## config.mk

```make
export PLATFORM = sky130hd
export DESIGN_NAME = fetch_unit
export DESIGN_NICKNAME = d
export VERILOG_FILES = /design/src/rtl/fetch_unit_pkg.sv /design/src/rtl/fetch_unit_npc.sv /design/src/rtl/fetch_unit.sv
export SDC_FILE = /design/constraint.sdc
export NUM_CORES = 1
export LEC_CHECK = 0
export CAP_MARGIN = 15
export CORE_MARGIN = 2
export CORE_UTILIZATION = 47
export CTS_CLUSTER_SIZE = 30
export DETAILED_ROUTE_END_ITERATION = 8
export PLACE_DENSITY_LB_ADDON = 0.12
export SKIP_LAST_GASP = 1
export SYNTH_ARGS = -nofsm -noshare
export SYNTH_HDL_FRONTEND = slang
export SYNTH_SLANG_ARGS = --single-unit
```

## constraint.sdc

```tcl
create_clock -name clk -period 3.3 [get_ports clk]
set_input_delay 0.66 -clock clk [delete_from_list [all_inputs] [get_ports clk]]
set_output_delay 0.66 -clock clk [all_outputs]
set_load 0.01 [all_outputs]
```

## src/rtl/fetch_unit_pkg.sv

```systemverilog
// rtl/fetch_unit_pkg.sv - shared fetch-stage types, field widths and helpers
package fetch_unit_pkg;

    localparam int XLEN     = 32;
    localparam int OP_W     = 6;
    localparam int FUNCT_W  = 6;
    localparam int IMM_W    = 16;
    localparam int TARGET_W = 26;

    localparam logic [XLEN-1:0] RESET_PC_DEFAULT = 32'h0000_3000;

    typedef enum logic [2:0] {
        IDLE,
        FETCH,
        WAIT_MEM,
        HOLD,
        WAIT_RES
    } fetch_state_t;

    // Field view the decoder uses: opcode on top, funct at the bottom.
    typedef struct packed {
        logic [OP_W-1:0]                op;
        logic [XLEN-OP_W-FUNCT_W-1:0]   body;
        logic [FUNCT_W-1:0]             funct;
    } instr_fields_t;

    function automatic logic [XLEN-1:0] sext_imm(input logic [IMM_W-1:0] imm);
        return {{(XLEN-IMM_W){imm[IMM_W-1]}}, imm};
    endfunction

endpackage

```

## src/rtl/fetch_unit_npc.sv

```systemverilog
// rtl/fetch_unit_npc.sv - combinational next-PC selection (jump / branch / fall-through)
module fetch_unit_npc
    import fetch_unit_pkg::*;
(
    input  logic [XLEN-1:0]     pc,
    input  logic                jump,
    input  logic                taken,
    input  logic [IMM_W-1:0]    imm16,
    input  logic [TARGET_W-1:0] target26,
    output logic [XLEN-1:0]     next_pc
);

    logic [XLEN-1:0] pc_plus4;

    assign pc_plus4 = pc + 32'd4;

    // Jump wins over a taken branch; all sums wrap modulo 2^32.
    always_comb begin
        next_pc = pc_plus4;
        if (jump) begin
            next_pc = {pc_plus4[31:28], target26, 2'b00};
        end else if (taken) begin
            next_pc = pc_plus4 + (sext_imm(imm16) << 2);
        end
    end

endmodule

```

## src/rtl/fetch_unit.sv

```systemverilog
// rtl/fetch_unit.sv - instruction fetch FSM: request, hold for decoder, wait for control-flow resolution
module fetch_unit
    import fetch_unit_pkg::*;
#(
    parameter logic [XLEN-1:0] RESET_PC = RESET_PC_DEFAULT
) (
    input  logic                clk,
    input  logic                rst_n,
    output logic                imem_req,
    output logic [XLEN-1:0]     imem_addr,
    input  logic                imem_ack,
    input  logic [XLEN-1:0]     imem_rdata,
    output logic                instr_valid,
    input  logic                instr_ready,
    output logic [XLEN-1:0]     instr,
    output logic [XLEN-1:0]     pc,
    input  logic                res_valid,
    input  logic                res_jump,
    input  logic                res_taken,
    input  logic [IMM_W-1:0]    res_imm16,
    input  logic [TARGET_W-1:0] res_target26
);

    fetch_state_t    state;
    logic [XLEN-1:0] pc_reg;
    logic [XLEN-1:0] next_pc;

    fetch_unit_npc npc (
        .pc       (pc),
        .jump     (res_jump),
        .taken    (res_taken),
        .imm16    (res_imm16),
        .target26 (res_target26),
        .next_pc  (next_pc)
    );

    // imem_req/imem_addr are set on entry to FETCH so they are registered
    // and already valid during the FETCH cycle itself.
    always_ff @(posedge clk or negedge rst_n) begin
        if (!rst_n) begin
            state       <= IDLE;
            pc_reg      <= RESET_PC;
            imem_req    <= 1'b0;
            imem_addr   <= '0;
            instr_valid <= 1'b0;
            instr       <= '0;
            pc          <= '0;
        end else begin
            unique case (state)
                IDLE: begin
                    state     <= FETCH;
                    imem_req  <= 1'b1;
                    imem_addr <= pc_reg;
                end
                FETCH: begin
                    state <= WAIT_MEM;
                end
                WAIT_MEM: begin
                    if (imem_ack) begin
                        state       <= HOLD;
                        imem_req    <= 1'b0;
                        instr       <= imem_rdata;
                        pc          <= imem_addr;
                        instr_valid <= 1'b1;
                    end
                end
                HOLD: begin
                    if (instr_ready) begin
                        state       <= WAIT_RES;
                        instr_valid <= 1'b0;
                    end
                end
                WAIT_RES: begin
                    if (res_valid) begin
                        state     <= FETCH;
                        pc_reg    <= next_pc;
                        imem_req  <= 1'b1;
                        imem_addr <= next_pc;
                    end
                end
                default: begin
                    state <= IDLE;
                end
            endcase
        end
    end

endmodule

```

# Yosys cells after proc, flatten, opt, wreduce, memory -nomap -nowiden
# Index checks and enable logic that the tools add are counted.
word_totals:
  output_inout_bits: 98
  inputBits: 81
  ff_bits: 133
classes:
  add_sub_neg: 2
  muxes: 14
  n_reduce_logical: 10
  n_eq_ne: 7
op_table:
  columns: ["operator", "n"]
  rows:
  - ["$mux W32", 3]
  - ["$pmux W32 S2", 1]
  - ["$add A32 B3 Y32 const B", 1]
  - ["$add A32 B32 Y32", 1]
  - ["$pmux W3 S5", 1]
  - ["$mux W3", 3]
  - ["$reduce_and A3 Y1", 3]
  - ["$eq A3 B2 Y1 const B", 2]
  - ["$ne A2 B2 Y1 const B", 3]
  - ["$reduce_and A2 Y1", 3]
  - ["$mux W1", 4]
  - ["$reduce_bool A2 Y1", 2]
  - ["$eq A3 B1 Y1 const B", 1]
  - ["$eq A3 B3 Y1 const B", 1]
  - ["$logic_not A3 Y1", 1]
  - ["$pmux W1 S3", 1]
  - ["$reduce_bool A3 Y1", 1]
  - ["$pmux W1 S2", 1]

# Depth between registers and ports, before layout
logic_depth:
  depth_word: 6
  ltp_mapped: 15
  ltp_nobuf: 15

# Cells and area by module
# From an unflattened synthesis, not the netlist that was laid out.
hier_totals:
  cells_unflattened: 793
  hier_area_um2: 8132.8
modules_own_cells:
  columns: ["module", "area_each_um2", "cells_per_inst", "instances", "seq_area_each_um2"]
  rows:
  - ["fetch_unit", 5381.4, 374, 1, 3330.7]
  - ["fetch_unit_npc", 2751.4, 419, 1, 0.0]

# Worst setup path before layout
# Ideal clock, no wire load.
synth_path:
  path_type: "register -> register"
  from: "register pc[4]"
  to: "register imem_addr[31]"
  path_buffers: 0
  t_required_ns: 3.174
  slack_ns: -0.280
  path_stages_with_launch: 16
  t_arrival_ns: 3.454
  path_cell_list: "dfrtp_1 -> and4_4 -> nand3_4 -> nor3_4 -> nand2_1 -> nor3_1 -> xor2_1 -> ha_1 -> a21o_1 -> a211oi_2 -> o2bb2ai_1 -> nor4_1 -> a311oi_1 -> and4_4 -> nor3_2 -> a221o_1"
synth_between:
  elab_chain_len: 6
synth_rtl:
  columns: ["element", "line_no", "text"]
  rows:
  - ["start: declaration", "fetch_unit.sv:16", "output logic [XLEN-1:0] pc,"]
  - ["start signal: assignment", "fetch_unit.sv:63", "pc <= imem_addr;"]
  - ["$add A32 B3 Y32 (*)", "fetch_unit_npc.sv:15", "assign pc_plus4 = pc + 32'd4;"]
  - ["$add A32 B32 Y32", "fetch_unit_npc.sv:23", "next_pc = pc_plus4 + (sext_imm(imm16) << 2);"]
  - ["$mux W32", "fetch_unit_npc.sv:22", "end else if (taken) begin"]
  - ["$mux W32 (*)", "fetch_unit_npc.sv:20", "if (jump) begin"]
  - ["$mux W32 (*)", "fetch_unit.sv:74", "if (res_valid) begin"]
  - ["$pmux W32 S2 (*)", "fetch_unit.sv:49", "unique case (state)"]
  - ["end signal: assignment", "fetch_unit.sv:53", "imem_addr <= pc_reg;"]
  - ["end signal: assignment", "fetch_unit.sv:78", "imem_addr <= next_pc;"]
  - ["end: declaration", "fetch_unit.sv:10", "output logic [XLEN-1:0] imem_addr,"]
# Mark *: on every way between the ends. The rest lies on a longest branch, timed or not. The select of a mux whose other input is x is not followed.
# A chain may end at the register's enable or synchronous reset.

# Worst setup path in the final report
layout_path:
  from: "register pc[7]"
  to: "register imem_addr[31]"
# Same word-level chain as after synthesis.

==> flow_metrics.env <==
export IMPL_run_status="finished, violations left"
export IMPL_violations="negative setup slack"
export IMPL_dp_hpwl_um=20120
export IMPL_required_ns=3.61
export IMPL_vias_per_cell=5.875
export IMPL_insertion_delay_ns=0.43
export IMPL_layout_cells_non_filler=1399
export IMPL_die_w_um=135.1
export IMPL_crit_fanout=3
export IMPL_critPathBufInv=1
export IMPL_clockBufferDepth=2
export IMPL_synth_cell_types=74
export IMPL_syn_instance_count=814
export IMPL_grt_busiest_layer="met2"
export IMPL_rows=47
export IMPL_clock_sinks=133
export IMPL_grt_usage_pct=30.39
export IMPL_drt_initial_drc_count=796
export IMPL_port_buffers=178
export IMPL_ys_ff_latch=133
export IMPL_grt_ovfl_total=0
export IMPL_grt_pass1_vias=7998
export IMPL_synthFlopType="dfrtp_1"
export IMPL_hold_buffers=0
export IMPL_num_vias=8219
export IMPL_antenna_left=0
export IMPL_antenna_found_initial=0
export IMPL_max_freq_ghz=0.2833
export IMPL_gp_congestion=0.9524
export IMPL_start_util_pct=48.35
export IMPL_layout_setup_ws_ns=-0.2293
export IMPL_n_fill_cell=1123
export IMPL_period_share_pct=106.9
export IMPL_fin_total_pwr_mw=11.08
export IMPL_hold_violations=0
export IMPL_p_leak_nw=5.926
export IMPL_ir_drop_mv=0.5948
export IMPL_rsz0062_at_grt="true"
export IMPL_cts_buffers=17
export IMPL_synth_edf_count=0
export IMPL_crit_path_top_delay_cell="or4_4"
export IMPL_num_antenna_cells=0
export IMPL_cts_tree="built"
export IMPL_drive_gt1_share_pct=36.05
export IMPL_layout_min_cycle_time_ns=3.529
export IMPL_clockRootBuffer="clkbuf_16"
export IMPL_grt_first_pass_wirelength_um=42790
export IMPL_drtPass1Iterations=5
export IMPL_dieArea_um2=18250
export IMPL_drv_cap=0
export IMPL_coreArea_um2=16700
export IMPL_synth_seq_area_share_pct=41.25
export IMPL_crit_path_max_incr_delay_ns=0.55
export IMPL_relSlewSlack_pct=49.47
export IMPL_drc=0
export IMPL_tightestPinTransition_ns=0.7579
export IMPL_worst_setup_path_type="flop to flop"
export IMPL_ys_async_sr_fraction_pct=100.0
export IMPL_die_y_um=135.1
export IMPL_startpoint_type="flop"
export IMPL_worst_clock_skew_ns=0.01224
export IMPL_largest_register_ffs=64
export IMPL_grt_met3_usage_pct=8.709
export IMPL_pre_cts_slack_ns=-0.3170
export IMPL_grt_max_degree=82
export IMPL_dpl_cell_count=1341
export IMPL_power_density_nw_per_um2=860.3
export IMPL_io_pins=179
export IMPL_use_met1_pct=42.99
export IMPL_slew_violations=0
export IMPL_critPathArrivalTime_ns=3.84
export IMPL_wl_um=28740
export IMPL_clk_pin_slew_ns=0.06
export IMPL_cp_common_cell="and4_4"
export IMPL_crit_path_end_kind="flop"
export IMPL_critical_path_top_delay_family="simple AND/OR/NAND/NOR gates"
export IMPL_final_net_count=1286
export IMPL_final_cell_mix="182 x buf_4, 177 x clkdlybuf4s50_1, 128 x dfrtp_1"
export IMPL_syn_num_nets=933
export IMPL_final_common_cell="buf_4"
export IMPL_hp_class="input pin to async pin"
export IMPL_avgSynthCellArea_um2=9.920
export IMPL_wire_per_inst_um=20.54
export IMPL_gr_usage_met2_pct=45.77
export IMPL_htree_levels=4
export IMPL_final_core_util_pct=77.11
export IMPL_syn2layout_area_growth_pct=59.47
export IMPL_yosysWarningCount=0
export IMPL_cp_cell_sequence="and4_4 > nand3_4 > nor4b_4 > buf_4 > nand2_2 > xnor2_2 > ha_1 > nand2_1 > or4_4 > nand4b_4 > nand4_1 > and4_4 > nor3_4 > a221o_1"
export IMPL_setup_viol=29
export IMPL_syn_area_um2=8075
-- metrics by stage --
stage          cell area (um^2)  hold WS (ns)  TNS [ns]
2_1_floorplan              8128        0.3644   -0.3447
3_3_place_gp              11300        0.4492    -3.134
4_1_cts                   12260        0.2968    -1.637
5_1_grt                   12880        0.3224    -7.445
3_5_place_dp              11300        0.4602    -4.437
6_report                  12880        0.2619    -2.909
-- cell type report --
class	instances	area, um^2	share of cell area (%)
clock inverters	13	148.9	1.156
well taps	220	275.3	2.138
inverters	12	45.04	0.3498
clock buffers	18	439.2	3.410
multi-input cells	628	5316	41.28
repair buffers	375	3318	25.77
flip-flops and latches	133	3334	25.89
-- path summary, 6_finish.rpt --
path | slack, ns | cells after the start | start | endpoint
min in group clk | 0.47 | 2 | pc_reg[21] | pc_reg[21]
worst max-delay path | -0.23 | 14 | pc[7] | imem_addr[31]
worst min-delay path | 0.26 | 1 | rst_n | instr[18]
worst min register to register | 0.47 | 2 | pc_reg[21] | pc_reg[21]
worst max register to register | -0.23 | 14 | pc[7] | imem_addr[31]
max in group asynchronous | 2.19 | 2 | rst_n | pc[18]
-- cell families after synthesis --
group                    after synthesis  share of synthesized area (%)
multiplexers                          72                          9.901
adder cells (fa/ha/maj)               38                          5.981
buffers and inverters                 53                          2.665
AO/OA/AOI/OAI                        224                          19.45
XOR/XNOR                              42                          4.555
flip-flops                           133                          41.25
AND/OR/NAND/NOR                      252                          16.21
-- layer usage --
| metal | up-vias | share of wire, % |
|---|---|---|
| li1 | 3736 | - |
| met1 | 4022 | 43 |
| met2 | 398 | 45 |
| met3 | 63 | 9.8 |
| met4 | 0 | 2.5 |
| met5 | - | 0 |
-- cell usage after synthesis (4+ instances only) --
library cell | n | share of area (%)
a211oi_1 | 12 | 1.1
a21o_1 | 31 | 2.9
a21oi_1 | 33 | 2.0
a221o_1 | 11 | 1.4
a22oi_1 | 10 | 0.93
a31oi_1 | 8 | 0.62
and2_1 | 11 | 0.85
and3_1 | 9 | 0.70
and4_1 | 5 | 0.54
clkbuf_1 | 36 | 1.7
dfrtp_1 | 131 | 41
ha_1 | 37 | 5.7
inv_1 | 11 | 0.51
mux2_2 | 63 | 8.8
mux2i_1 | 9 | 1.1
nand2_1 | 90 | 4.2
nand2b_1 | 6 | 0.46
nand3_1 | 27 | 1.7
nand4_1 | 17 | 1.3
nor2_1 | 46 | 2.1
nor3_1 | 10 | 0.62
nor4_1 | 6 | 0.46
o211ai_1 | 5 | 0.46
o21a_1 | 7 | 0.65
o21ai_0 | 51 | 3.2
o22ai_1 | 6 | 0.46
o31ai_1 | 6 | 0.56
or3_1 | 4 | 0.31
or4_1 | 4 | 0.37
xnor2_1 | 35 | 3.8
xor2_1 | 7 | 0.76
-- where the power goes --
part	internal (mW)	switching, mW
sequential	2.29	0.506
clock	1.14	0.775
combinational	3.35	3.01
-- timing repair --
item                                    CTS  global route
setup buffers                            13            19
gates resized for setup                  61            94
cloned                                    0             0
endpoints found under the setup margin   35            42
pin swaps                                45            45
(Power assumes the default switching activity.)
